<file path="config.mk">
export PLATFORM = sky130hd
export DESIGN_NAME = estop_input_conditioner_flat
export DESIGN_NICKNAME = d
export VERILOG_FILES = /design/src/rtl/estop_input_conditioner_if.sv /design/src/rtl/estop_input_conditioner.sv /design/src/flat_wrapper.sv
export SDC_FILE = /design/constraint.sdc
export NUM_CORES = 1
export LEC_CHECK = 0
export CAP_MARGIN = 20
export CORE_UTILIZATION = 35
export DETAILED_ROUTE_END_ITERATION = 16
export SLEW_MARGIN = 25
export SYNTH_ARGS = -nofsm -noshare
export SYNTH_HDL_FRONTEND = slang
export SYNTH_SLANG_ARGS = --single-unit
</file>
<file path="constraint.sdc">
create_clock -name clk -period 2.38 [get_ports clk]
set_clock_uncertainty 0.15 [all_clocks]
set_input_delay 0.476 -clock clk [delete_from_list [all_inputs] [get_ports clk]]
set_output_delay 0.476 -clock clk [all_outputs]
set_load 0.005 [all_outputs]
</file>
<file path="src/rtl/estop_input_conditioner_if.sv">
// Signal bundle for the E-STOP front-end conditioner.
// It carries the raw pins going in and the clean levels and pulses coming out.
interface estop_input_conditioner_if;
    logic estop_a_n;
    logic estop_b_n;
    logic ack_n;
    logic wdg_kick;
    logic estop_a;
    logic estop_b;
    logic estop_any;
    logic estop_fault;
    logic ack_pulse;
    logic kick_pulse;

    modport master (
        output estop_a_n, estop_b_n, ack_n, wdg_kick,
        input  estop_a, estop_b, estop_any, estop_fault, ack_pulse, kick_pulse
    );

    modport slave (
        input  estop_a_n, estop_b_n, ack_n, wdg_kick,
        output estop_a, estop_b, estop_any, estop_fault, ack_pulse, kick_pulse
    );
endinterface

</file>
<file path="src/rtl/estop_input_conditioner.sv">
// E-STOP front end: synchronisers, A/B/ACK debounce, ACK and kick pulses, A/B discrepancy fault.
// Defining ESTOP_DISCREPANCY_EN builds the discrepancy FSM; without it estop_fault is tied to 0.
//
// state       | meaning
// ST_AGREE    | debounced channels agree
// ST_MISMATCH | channels disagree, discrepancy timer running
// ST_FAULT    | discrepancy fault latched until both released and ACK pulses
module estop_input_conditioner #(
    parameter int DEBOUNCE_CYCLES    = 100,
    parameter int DISCREPANCY_CYCLES = 500,
    parameter int SYNC_STAGES        = 2
) (
    input  logic                       clk,
    input  logic                       rst,
    estop_input_conditioner_if.slave   io
);

    localparam int DB_W = (DEBOUNCE_CYCLES > 1) ? $clog2(DEBOUNCE_CYCLES) : 1;
    localparam logic [DB_W-1:0] DB_LAST = DB_W'(DEBOUNCE_CYCLES - 1);

    generate
        if (SYNC_STAGES < 2 || DEBOUNCE_CYCLES < 2 || DISCREPANCY_CYCLES < 2) begin : g_param_check
            $error("estop_input_conditioner: SYNC_STAGES, DEBOUNCE_CYCLES and DISCREPANCY_CYCLES must be >= 2");
        end
    endgenerate

    logic [SYNC_STAGES-1:0] sync_a;
    logic [SYNC_STAGES-1:0] sync_b;
    logic [SYNC_STAGES-1:0] sync_ack;
    logic [SYNC_STAGES-1:0] sync_kick;
    logic                   kick_prev;

    // Channel index 0 = E-STOP A, 1 = E-STOP B, 2 = ACK; all held in pressed = 1 polarity.
    logic [2:0]             sample;
    logic [2:0]             stable;
    logic [2:0]             stable_nxt;
    logic [DB_W-1:0]        db_cnt     [3];
    logic [DB_W-1:0]        db_cnt_nxt [3];

    logic                   ack_pulse_q;
    logic                   kick_pulse_q;
    logic                   any_q;
    logic                   fault_q;
    logic                   fault_nxt;

    always_ff @(posedge clk) begin
        if (rst) begin
            sync_a    <= '1;
            sync_b    <= '1;
            sync_ack  <= '1;
            sync_kick <= '0;
            kick_prev <= 1'b0;
        end else begin
            sync_a    <= {sync_a[SYNC_STAGES-2:0],    io.estop_a_n};
            sync_b    <= {sync_b[SYNC_STAGES-2:0],    io.estop_b_n};
            sync_ack  <= {sync_ack[SYNC_STAGES-2:0],  io.ack_n};
            sync_kick <= {sync_kick[SYNC_STAGES-2:0], io.wdg_kick};
            kick_prev <= sync_kick[SYNC_STAGES-1];
        end
    end

    assign sample = {~sync_ack[SYNC_STAGES-1], ~sync_b[SYNC_STAGES-1], ~sync_a[SYNC_STAGES-1]};

    always_comb begin
        stable_nxt = stable;
        for (int i = 0; i < 3; i++) begin
            db_cnt_nxt[i] = '0;
            if (sample[i] != stable[i]) begin
                if (db_cnt[i] == DB_LAST) begin
                    stable_nxt[i] = sample[i];
                end else begin
                    db_cnt_nxt[i] = db_cnt[i] + 1'b1;
                end
            end
        end
    end

`ifdef ESTOP_DISCREPANCY_EN
    localparam int TM_W = $clog2(DISCREPANCY_CYCLES);
    localparam logic [TM_W-1:0] TM_LAST = TM_W'(DISCREPANCY_CYCLES - 1);

    typedef enum logic [1:0] {
        ST_AGREE    = 2'd0,
        ST_MISMATCH = 2'd1,
        ST_FAULT    = 2'd2
    } state_t;

    state_t          state;
    state_t          state_nxt;
    logic [TM_W-1:0] timer;
    logic [TM_W-1:0] timer_nxt;

    always_ff @(posedge clk) begin
        if (rst) begin
            state <= ST_AGREE;
            timer <= '0;
        end else begin
            state <= state_nxt;
            timer <= timer_nxt;
        end
    end

    // The FSM works on the registered debounced levels and the registered ACK pulse.
    always_comb begin
        state_nxt = state;
        timer_nxt = timer;
        case (state)
            ST_AGREE: begin
                if (stable[0] != stable[1]) begin
                    state_nxt = ST_MISMATCH;
                    timer_nxt = '0;
                end
            end
            ST_MISMATCH: begin
                if (stable[0] == stable[1]) begin
                    state_nxt = ST_AGREE;
                end else if (timer == TM_LAST) begin
                    state_nxt = ST_FAULT;
                end else begin
                    timer_nxt = timer + 1'b1;
                end
            end
            ST_FAULT: begin
                if (!stable[0] && !stable[1] && ack_pulse_q) begin
                    state_nxt = ST_AGREE;
                end
            end
            default: state_nxt = ST_AGREE;
        endcase
    end

    assign fault_nxt = (state_nxt == ST_FAULT);
`else
    assign fault_nxt = 1'b0;
`endif

    always_ff @(posedge clk) begin
        if (rst) begin
            stable       <= '0;
            for (int i = 0; i < 3; i++) begin
                db_cnt[i] <= '0;
            end
            ack_pulse_q  <= 1'b0;
            kick_pulse_q <= 1'b0;
            any_q        <= 1'b0;
            fault_q      <= 1'b0;
        end else begin
            stable       <= stable_nxt;
            for (int i = 0; i < 3; i++) begin
                db_cnt[i] <= db_cnt_nxt[i];
            end
            ack_pulse_q  <= stable_nxt[2] & ~stable[2];
            kick_pulse_q <= sync_kick[SYNC_STAGES-1] & ~kick_prev;
            any_q        <= stable_nxt[0] | stable_nxt[1] | fault_nxt;
            fault_q      <= fault_nxt;
        end
    end

    assign io.estop_a     = stable[0];
    assign io.estop_b     = stable[1];
    assign io.estop_any   = any_q;
    assign io.estop_fault = fault_q;
    assign io.ack_pulse   = ack_pulse_q;
    assign io.kick_pulse  = kick_pulse_q;

endmodule

</file>
<file path="src/flat_wrapper.sv">
// flat-port wrapper written by rule: the top's interface ports become plain ports
module estop_input_conditioner_flat 
#(
    parameter int DEBOUNCE_CYCLES    = 100,
    parameter int DISCREPANCY_CYCLES = 500,
    parameter int SYNC_STAGES        = 2
)
  (clk, rst, io_estop_a_n, io_estop_b_n, io_ack_n, io_wdg_kick, io_estop_a, io_estop_b, io_estop_any, io_estop_fault, io_ack_pulse, io_kick_pulse);
  estop_input_conditioner_if io_i ();
  input  logic clk;
  input  logic rst;
  input wire logic [$bits(io_i.estop_a_n)-1:0] io_estop_a_n;
  input wire logic [$bits(io_i.estop_b_n)-1:0] io_estop_b_n;
  input wire logic [$bits(io_i.ack_n)-1:0] io_ack_n;
  input wire logic [$bits(io_i.wdg_kick)-1:0] io_wdg_kick;
  output wire logic [$bits(io_i.estop_a)-1:0] io_estop_a;
  output wire logic [$bits(io_i.estop_b)-1:0] io_estop_b;
  output wire logic [$bits(io_i.estop_any)-1:0] io_estop_any;
  output wire logic [$bits(io_i.estop_fault)-1:0] io_estop_fault;
  output wire logic [$bits(io_i.ack_pulse)-1:0] io_ack_pulse;
  output wire logic [$bits(io_i.kick_pulse)-1:0] io_kick_pulse;
  assign io_i.estop_a_n = io_estop_a_n;
  assign io_i.estop_b_n = io_estop_b_n;
  assign io_i.ack_n = io_ack_n;
  assign io_i.wdg_kick = io_wdg_kick;
  assign io_estop_a = io_i.estop_a;
  assign io_estop_b = io_i.estop_b;
  assign io_estop_any = io_i.estop_any;
  assign io_estop_fault = io_i.estop_fault;
  assign io_ack_pulse = io_i.ack_pulse;
  assign io_kick_pulse = io_i.kick_pulse;
  estop_input_conditioner #(.DEBOUNCE_CYCLES(DEBOUNCE_CYCLES), .DISCREPANCY_CYCLES(DISCREPANCY_CYCLES), .SYNC_STAGES(SYNC_STAGES)) u_core (.clk(clk), .rst(rst), .io(io_i));
endmodule
</file>
Word-level counts from Yosys, hierarchy flattened
Memories as Yosys holds them, arrays and structs flattened. Cells that the tools add are included.

Output and inout port bits: 6. Bits of input ports: 6. Word-level logic and storage cells: 48. Memories kept: 1. Flip-flop bits (word level): 15. RAM bits: 21.

Memory list: u_core.db_cnt (depth 3, bits a word 7, rd ports 3, clocked after memory_dff 0, wr ports 3, RTL line estop_input_conditioner.sv:37) `logic [DB_W-1:0] db_cnt [3];`.

$add $sub $neg: 3. Multiplexer cells: 18. Bitwise gates (word level): 11. Equality and inequality tests: 6.

Operators with widths (count): $mux 7 (9); $add 7x1->7 const B (3); $eq 7x7->1 const B (3); $mux 1 (9); $not 1->1 (5); $or 1x1->1 (4); $ne 1x1->1 (3); $and 1x1->1 (2).

Depth between registers and ports, before layout
An unclocked memory read counts as a cell.

Depth after elaboration: 5. Mapped depth: 6.

Worst setup path after synthesis
OpenSTA, ideal clock, no wires.

Path type: register to register. From: mem u_core.db_cnt[0][7] (netlist bit). To: reg u_core.any_q (netlist: u_core.io.estop_any). Data arrival time: 1.433 ns. Required time: 2.110 ns. Library setup time: 0.120 ns. Path slack: 0.677 ns. Stages on the path, launching flop included: 6. Period minus slack after synthesis: 1.703 ns. Path through: dfxtp_1 > ha_1 > nand2_1 > nor4_2 > mux2_2 > or2_1.

RTL lines: from (decl) (RTL line estop_input_conditioner.sv:37); to (signal assigned) (RTL line estop_input_conditioner.sv:154) `any_q <= stable_nxt[0] | stable_nxt[1] | fault_nxt;`; to (decl) (RTL line estop_input_conditioner.sv:42) `logic any_q;`.

==> out/results.ini <==
[critical_path]
critical_path.max_fanout=4
cp_arrival_ps=1860
crit_end_category=register
cp.required_ps=2400
max_stage_delay_ps=380
cp_cell_sequence=ha_1 -> nand2_1 -> nor4_2 -> mux2_2 -> or2_1
worstSetupStartpointType=register
critical-path-slowest-cell=sky130_fd_sc_hd__mux2_2
critical_path_class=register to register

[placed_design]
dpl_worst_slack_ps=265.5
gp_weighted_congestion=0.7062
number_of_buffer_cells_added_on_primary_ports=10
placed_cells=192
detailed_placement_wirelength_estimate_um=1354

[clocking]
clock-sinks=36
post_cts_resized=0
htreeDepth=2
cts-hold-fix-buffers=0
cts_buffers=5
cts.repair_timing.setup_buffer_count=0
clock_insertion_delay_worst_skew_ps=280
clk_transition_reported_paths_ps=60
cts_tree=yes
clk_path_buf_depth=2
clock-root-buffer=sky130_fd_sc_hd__clkbuf_8

[timing]
final_report_hold_violation_count=0
grt_setup_unrepaired=false
report.final.slew_viol_count=0
timing.setup.tns_ps=0
setup-violations-final=0
max_freq_mhz=542.7
layout_min_cycle_time_ps=1843
setup_slack_ps=537.4
hold_slack_ps=232.6
final.period_utilization_pct=77.42

[job]
maxCapViolations=0

[min_path]
min_path_type=register to register

[routing]
routed-via-count=863
drc=0
initialDrtViolationCount=3
antenna_left=0
routed_wirelength_um=1828
routedWlPerCell_um=9.140
drtPass1Iterations=3
drt-vias-per-instance=4.315

[floorplanning]
pin_count=12
floorplan.core_area_um2=3689
die_x_um=64.45
die_height_um=64.45
starting_density_of_the_core_pct=37.01
die_outline_area_um2=4154
row_count=22

[grt]
grt_start_max_net_pins=12
grt_util_met3_pct=5.282
grt_resource_usage_total_pct=11.11
antenna_found_initial=0
grt_pass1_vias=804
top_usage_layer=met2
globalRouteMet2Util_pct=16.84
groute.layer.met1.usage_pct=12.92
grt_pass1_wl_um=3394
gr-total-overflow=0

[finish]
final_util_pct=43.11
post_route_cells_drive_above_1_share_pct=15.79
flow.area_growth_from_synthesis_pct=16.50
n_antenna_cell=0
final_cell_count_no_fill=200
finalNetCount=160

[pwr]
p_leak_nw=0.5399
vdd_ir_drop_max_mv=0.3366
p_per_area_nw_per_um2=670.9

[yosys]
synthesized_instance_count=138
yosysUniqueCellTypes=24
yosysWarningCount=0
syn_nets=147
seq_area_frac_synth_pct=52.80
postSynthRegisterBits=36
area_of_the_mapped_netlist_um2=1365
syn_area_per_cell_um2=9.892

[outcome]
run_status=completed

placed cells by master (no fill, tap or decap), drive strengths merged:
cell type	synthesis	final
buf	4	1
clkbuf	1	8
clkdlybuf4s50	0	10
conb	1	1
dfxtp	36	36
ha	3	3
inv	4	4
mux2	2	2
mux2i	1	1
nand2	6	6
nand2b	3	3
nand3	9	9
nor2	30	30
nor2b	6	6
nor4	3	3
nor4b	1	1
or2	7	7
or3	3	3
xnor2	9	9
xor2	9	9
worst paths after layout:
kind	startpoint	slack, ps	to	cells past startpoint
setup reg to reg	u_core.db_cnt[0][7]$_SDFF_PP0_	540	u_core.io.estop_any$_SDFF_PP0_	5
hold / removal	u_core.kick_prev$_SDFF_PP0_	230	u_core.io.kick_pulse$_SDFF_PP0_	1
hold reg to reg	u_core.kick_prev$_SDFF_PP0_	230	u_core.io.kick_pulse$_SDFF_PP0_	1
setup / recovery	u_core.db_cnt[0][7]$_SDFF_PP0_	540	u_core.io.estop_any$_SDFF_PP0_	5
flip-flops by register name, summed over array words and instances (netlist names):
name and flops:
u_core.db_cnt 21, u_core.stable 3, u_core.sync_a 2, u_core.sync_ack 2, u_core.sync_b 2, u_core.sync_kick 2
u_core.io.ack_pulse 1, u_core.io.estop_any 1, u_core.io.kick_pulse 1, u_core.kick_prev 1
final cells by class:
type                       instances  area (um2)
clock buffer                       8       90.09
fill                             370        2098
inverter                           4       15.01
multi-input combinational         93       596.8
sequential                        36       720.7
tap                               48       60.06
timing repair buffer              11       107.6
cell families (layout without fill, tap and decap cells):
family,Yosys count,count (layout),share of synthesized area [%]
fa+ha+maj,3,3,2.750
other cells,1,1,0.2747
simple gates,68,68,26.77
buf+inv,9,23,3.483
xor+xnor,18,18,11.55
mux,3,3,2.383
flops,36,36,52.80
where the power goes:
part	switching, mW	internal, mW	total (mW)
Combinational	0.0109	0.0157	0.0266
Sequential	0.00367	0.611	0.615
Clock	0.190	0.236	0.425
synthesized netlist by cell type:
master                     instances  area, um2
sky130_fd_sc_hd__dfxtp_1          36      720.7
sky130_fd_sc_hd__nor2_1           24      90.09
sky130_fd_sc_hd__nand3_1           9      45.04
sky130_fd_sc_hd__xnor2_1           9      78.83
sky130_fd_sc_hd__xor2_1            9      78.83
sky130_fd_sc_hd__nand2_1           6      22.52
sky130_fd_sc_hd__nor2b_1           6      37.54
sky130_fd_sc_hd__or2_2             6      37.54
sky130_fd_sc_hd__nor2_2            5      31.28
sky130_fd_sc_hd__inv_1             4      15.01
sky130_fd_sc_hd__ha_1              3      37.54
sky130_fd_sc_hd__nand2b_1          3      18.77
sky130_fd_sc_hd__nor4_2            3      37.54
sky130_fd_sc_hd__or3_1             3      18.77
sky130_fd_sc_hd__buf_2             2      10.01
sky130_fd_sc_hd__mux2_2            2      22.52
sky130_fd_sc_hd__buf_4             1      7.510
sky130_fd_sc_hd__buf_6             1      11.26
sky130_fd_sc_hd__clkbuf_1          1      3.750
sky130_fd_sc_hd__conb_1            1      3.750
sky130_fd_sc_hd__mux2i_1           1      10.01
sky130_fd_sc_hd__nor2_4            1      11.26
sky130_fd_sc_hd__nor4b_1           1      8.760
sky130_fd_sc_hd__or2_1             1      6.260
stage by stage:
step | instance area (um2) | total power, mW
finish | 1590 | 1.067
global placement | 1500 | 0.6550
CTS | 1590 | 1.093
global route | 1590 | 1.125
floorplan | 1365 | 0.6443
detailed placement | 1500 | 0.6558
worst max-delay path: cells and delay by family, from the launching register on:
| kind | cells | cell delay (ps) |
|---|---|---|
| DFF | 1 | 370 |
| muxes | 1 | 380 |
| adders and majority gates | 1 | 220 |
| and+or+nand+nor | 3 | 610 |
routing by layer:
| layer | share of wire, % | vias up |
|---|---|---|
| met4 | 2.2 | 0 |
| li1 | - | 459 |
| met2 | 47 | 11 |
| met5 | 0 | - |
| met3 | 4.4 | 7 |
| met1 | 46 | 386 |
(Power assumes the default switching activity.)
==> edit (config.mk and constraints unchanged) <==
`SYNC_STAGES` is set to 2 in 2 places; all go to 4.
--- a/src/rtl/estop_input_conditioner.sv
+++ b/src/rtl/estop_input_conditioner.sv
@@ -9,5 +9,5 @@
     parameter int DEBOUNCE_CYCLES    = 100,
     parameter int DISCREPANCY_CYCLES = 500,
-    parameter int SYNC_STAGES        = 2
+    parameter int SYNC_STAGES        = 4
 ) (
     input  logic                       clk,
--- a/src/flat_wrapper.sv
+++ b/src/flat_wrapper.sv
@@ -4,5 +4,5 @@
     parameter int DEBOUNCE_CYCLES    = 100,
     parameter int DISCREPANCY_CYCLES = 500,
-    parameter int SYNC_STAGES        = 2
+    parameter int SYNC_STAGES        = 4
 )
   (clk, rst, io_estop_a_n, io_estop_b_n, io_ack_n, io_wdg_kick, io_estop_a, io_estop_b, io_estop_any, io_estop_fault, io_ack_pulse, io_kick_pulse);
Formal check against the unedited RTL: not equivalent (a bounded check fails within 4 cycles, from zero or initial values and one cycle with rst high).
==> edit against the unedited design <==
Core utilization is essentially flat; global-route usage is essentially flat; routed wire length grew 17%; non-clock buffer count is the same; die area grew 12%; worst setup slack lost 0.097 ns; sequential cell count grew 8; total power grew 16%; design area grew 11%; area after synthesis grew 12%; sequential power grew 22%; clock power grew 10%; critical path depth is the same.
==> edit: results (changes against the unedited design) <==
antenna_cells: 0  # unchanged
pwr-share-clk_pct: 37.8  # -2.1 points
dr.pass1.iters: 3  # unchanged
top_register: "u_core.db_cnt"
internal-power_mw: 0.992  # +15%
power_density_mw_per_mm2: 700  # +4.4%
syn_inst: 149  # +8.0%
peakVddDrop_mv: 0.343  # +2.0%
fin_area_sq_mm: 0.00177  # +11%
placed_cells: 205  # +6.8%
ys_types: 26  # +8.3%
hold_depth: 1  # unchanged
layout-drive-gt1-share_pct: 16.0  # +0.16 points
cts_setup_buffers: 0  # unchanged
cts_resized: 0  # unchanged
synth-warning-count: 0  # unchanged
clock_latency_ns: 0.29
ys_seq_area_share_pct: 57.4  # +4.6 points
leakagePower_nw: 0.655  # +21%
cp_slowest_cell: "dfxtp_1"
syn_nets: 158  # +7.5%
grt_pass1_vias: 872  # +8.5%
outcome: "finished, final reports clean"
r2r_cells: 5  # unchanged
cp_max_fo: 4  # unchanged
cts-root-buf: "clkbuf_8"
port_buffers: 10  # unchanged
cts_buffers: 5  # unchanged
grt.total_usage_pct: 11.1  # -0.016 points
clkTransAtPathRegs_ns: 0.08  # +0.02 ns
grt_max_degree: 17  # +5
routed_via_density: 4.42  # +2.4%
nFillCells: 401  # +8.4%
fin_nets: 171  # +6.9%
power_frac_comb_pct: 2.0  # -0.5 points
routed-via-count: 941  # +9.0%
max_stage_delay_ns: 0.39
clockBufferDepth: 2  # unchanged
synth_area_leaders: "dfxtp_1 (57%), nor2_1 (6.6%), xnor2_1 (5.1%)"
min_path_type: "reg2reg"
h-tree-depth: 2  # unchanged
grt_pass1_wl_mm: 3.63  # +6.9%
ys_top_cells_by_count: "dfxtp_1 (44), nor2_1 (27), or2_2 (12), xnor2_1 (9), xor2_1 (9)"
largest_reg_flops: 21  # unchanged
largestPowerGroup: "registers"
gp_congestion: 0.681  # -3.6%
dpl_worst_slack_ns: 0.384  # +0.118 ns
async_flop_share_pct: 0  # unchanged
wirelength_mm: 2.14  # +17%
crit_family: "simple AND/OR/NAND/NOR gates"
place_area_sq_mm: 0.00168  # +12%
dp_hpwl_mm: 1.60  # +18%
antenna_found_initial: 0  # unchanged
drtIter0Drc: 8  # +5
## edit: changes by cell type in the layout (fill, tap and decap cells not counted), sizes merged, moves of 2 or more
cell,before,now
clkinv,0,2
dfxtp,36,44
nand2,6,4
nor2b,6,8
clkbuf,8,6
nor2,30,27
nand2b,3,1
nor4,3,1
or2,7,13
nor4b,1,3
and3,0,5
## edit: metal layers
layer,vias to the layer above,GRT usage [%],routed length (microns)
met4,0,5.47,34
met2,14,17.4,1010
li1,495,-,-
met1,427,12.1,997
met3,5,6.00,101
met5,-,0,0
## edit: cell type report
cell class | instances | area share [%]
multi-input cells | 97 | 34.9
well taps | 50 | 3.53
flip-flops and latches | 44 | 49.7
inverters | 3 | 0.635
repair buffers | 11 | 6.07
clock inverters | 2 | 0.565
clock buffers | 6 | 4.66
## edit: kinds of logic (layout without fill, tap and decap cells)
| kind of cell | after synthesis | after routing | share of synthesized area, % |
|---|---|---|---|
| XOR/XNOR | 18 | 18 | 10.3 |
| AND/OR/NAND/NOR | 72 | 72 | 25.0 |
| multiplexers | 3 | 3 | 2.37 |
| adder cells (fa/ha/maj) | 3 | 3 | 2.45 |
| buffers and inverters | 8 | 22 | 2.28 |
| flip-flops | 44 | 44 | 57.4 |
| other | 1 | 1 | 0.244 |
## edit: path summary, 6_finish.rpt
kind	startpoint	endpoint	slack, ns
setup reg to reg	u_core.db_cnt[0][7]$_SDFF_PP0_	u_core.io.estop_any$_SDFF_PP0_	0.44
hold / removal	u_core.kick_prev$_SDFF_PP0_	u_core.io.kick_pulse$_SDFF_PP0_	0.24
hold reg to reg	u_core.kick_prev$_SDFF_PP0_	u_core.io.kick_pulse$_SDFF_PP0_	0.24
setup / recovery	u_core.db_cnt[0][7]$_SDFF_PP0_	u_core.io.estop_any$_SDFF_PP0_	0.44
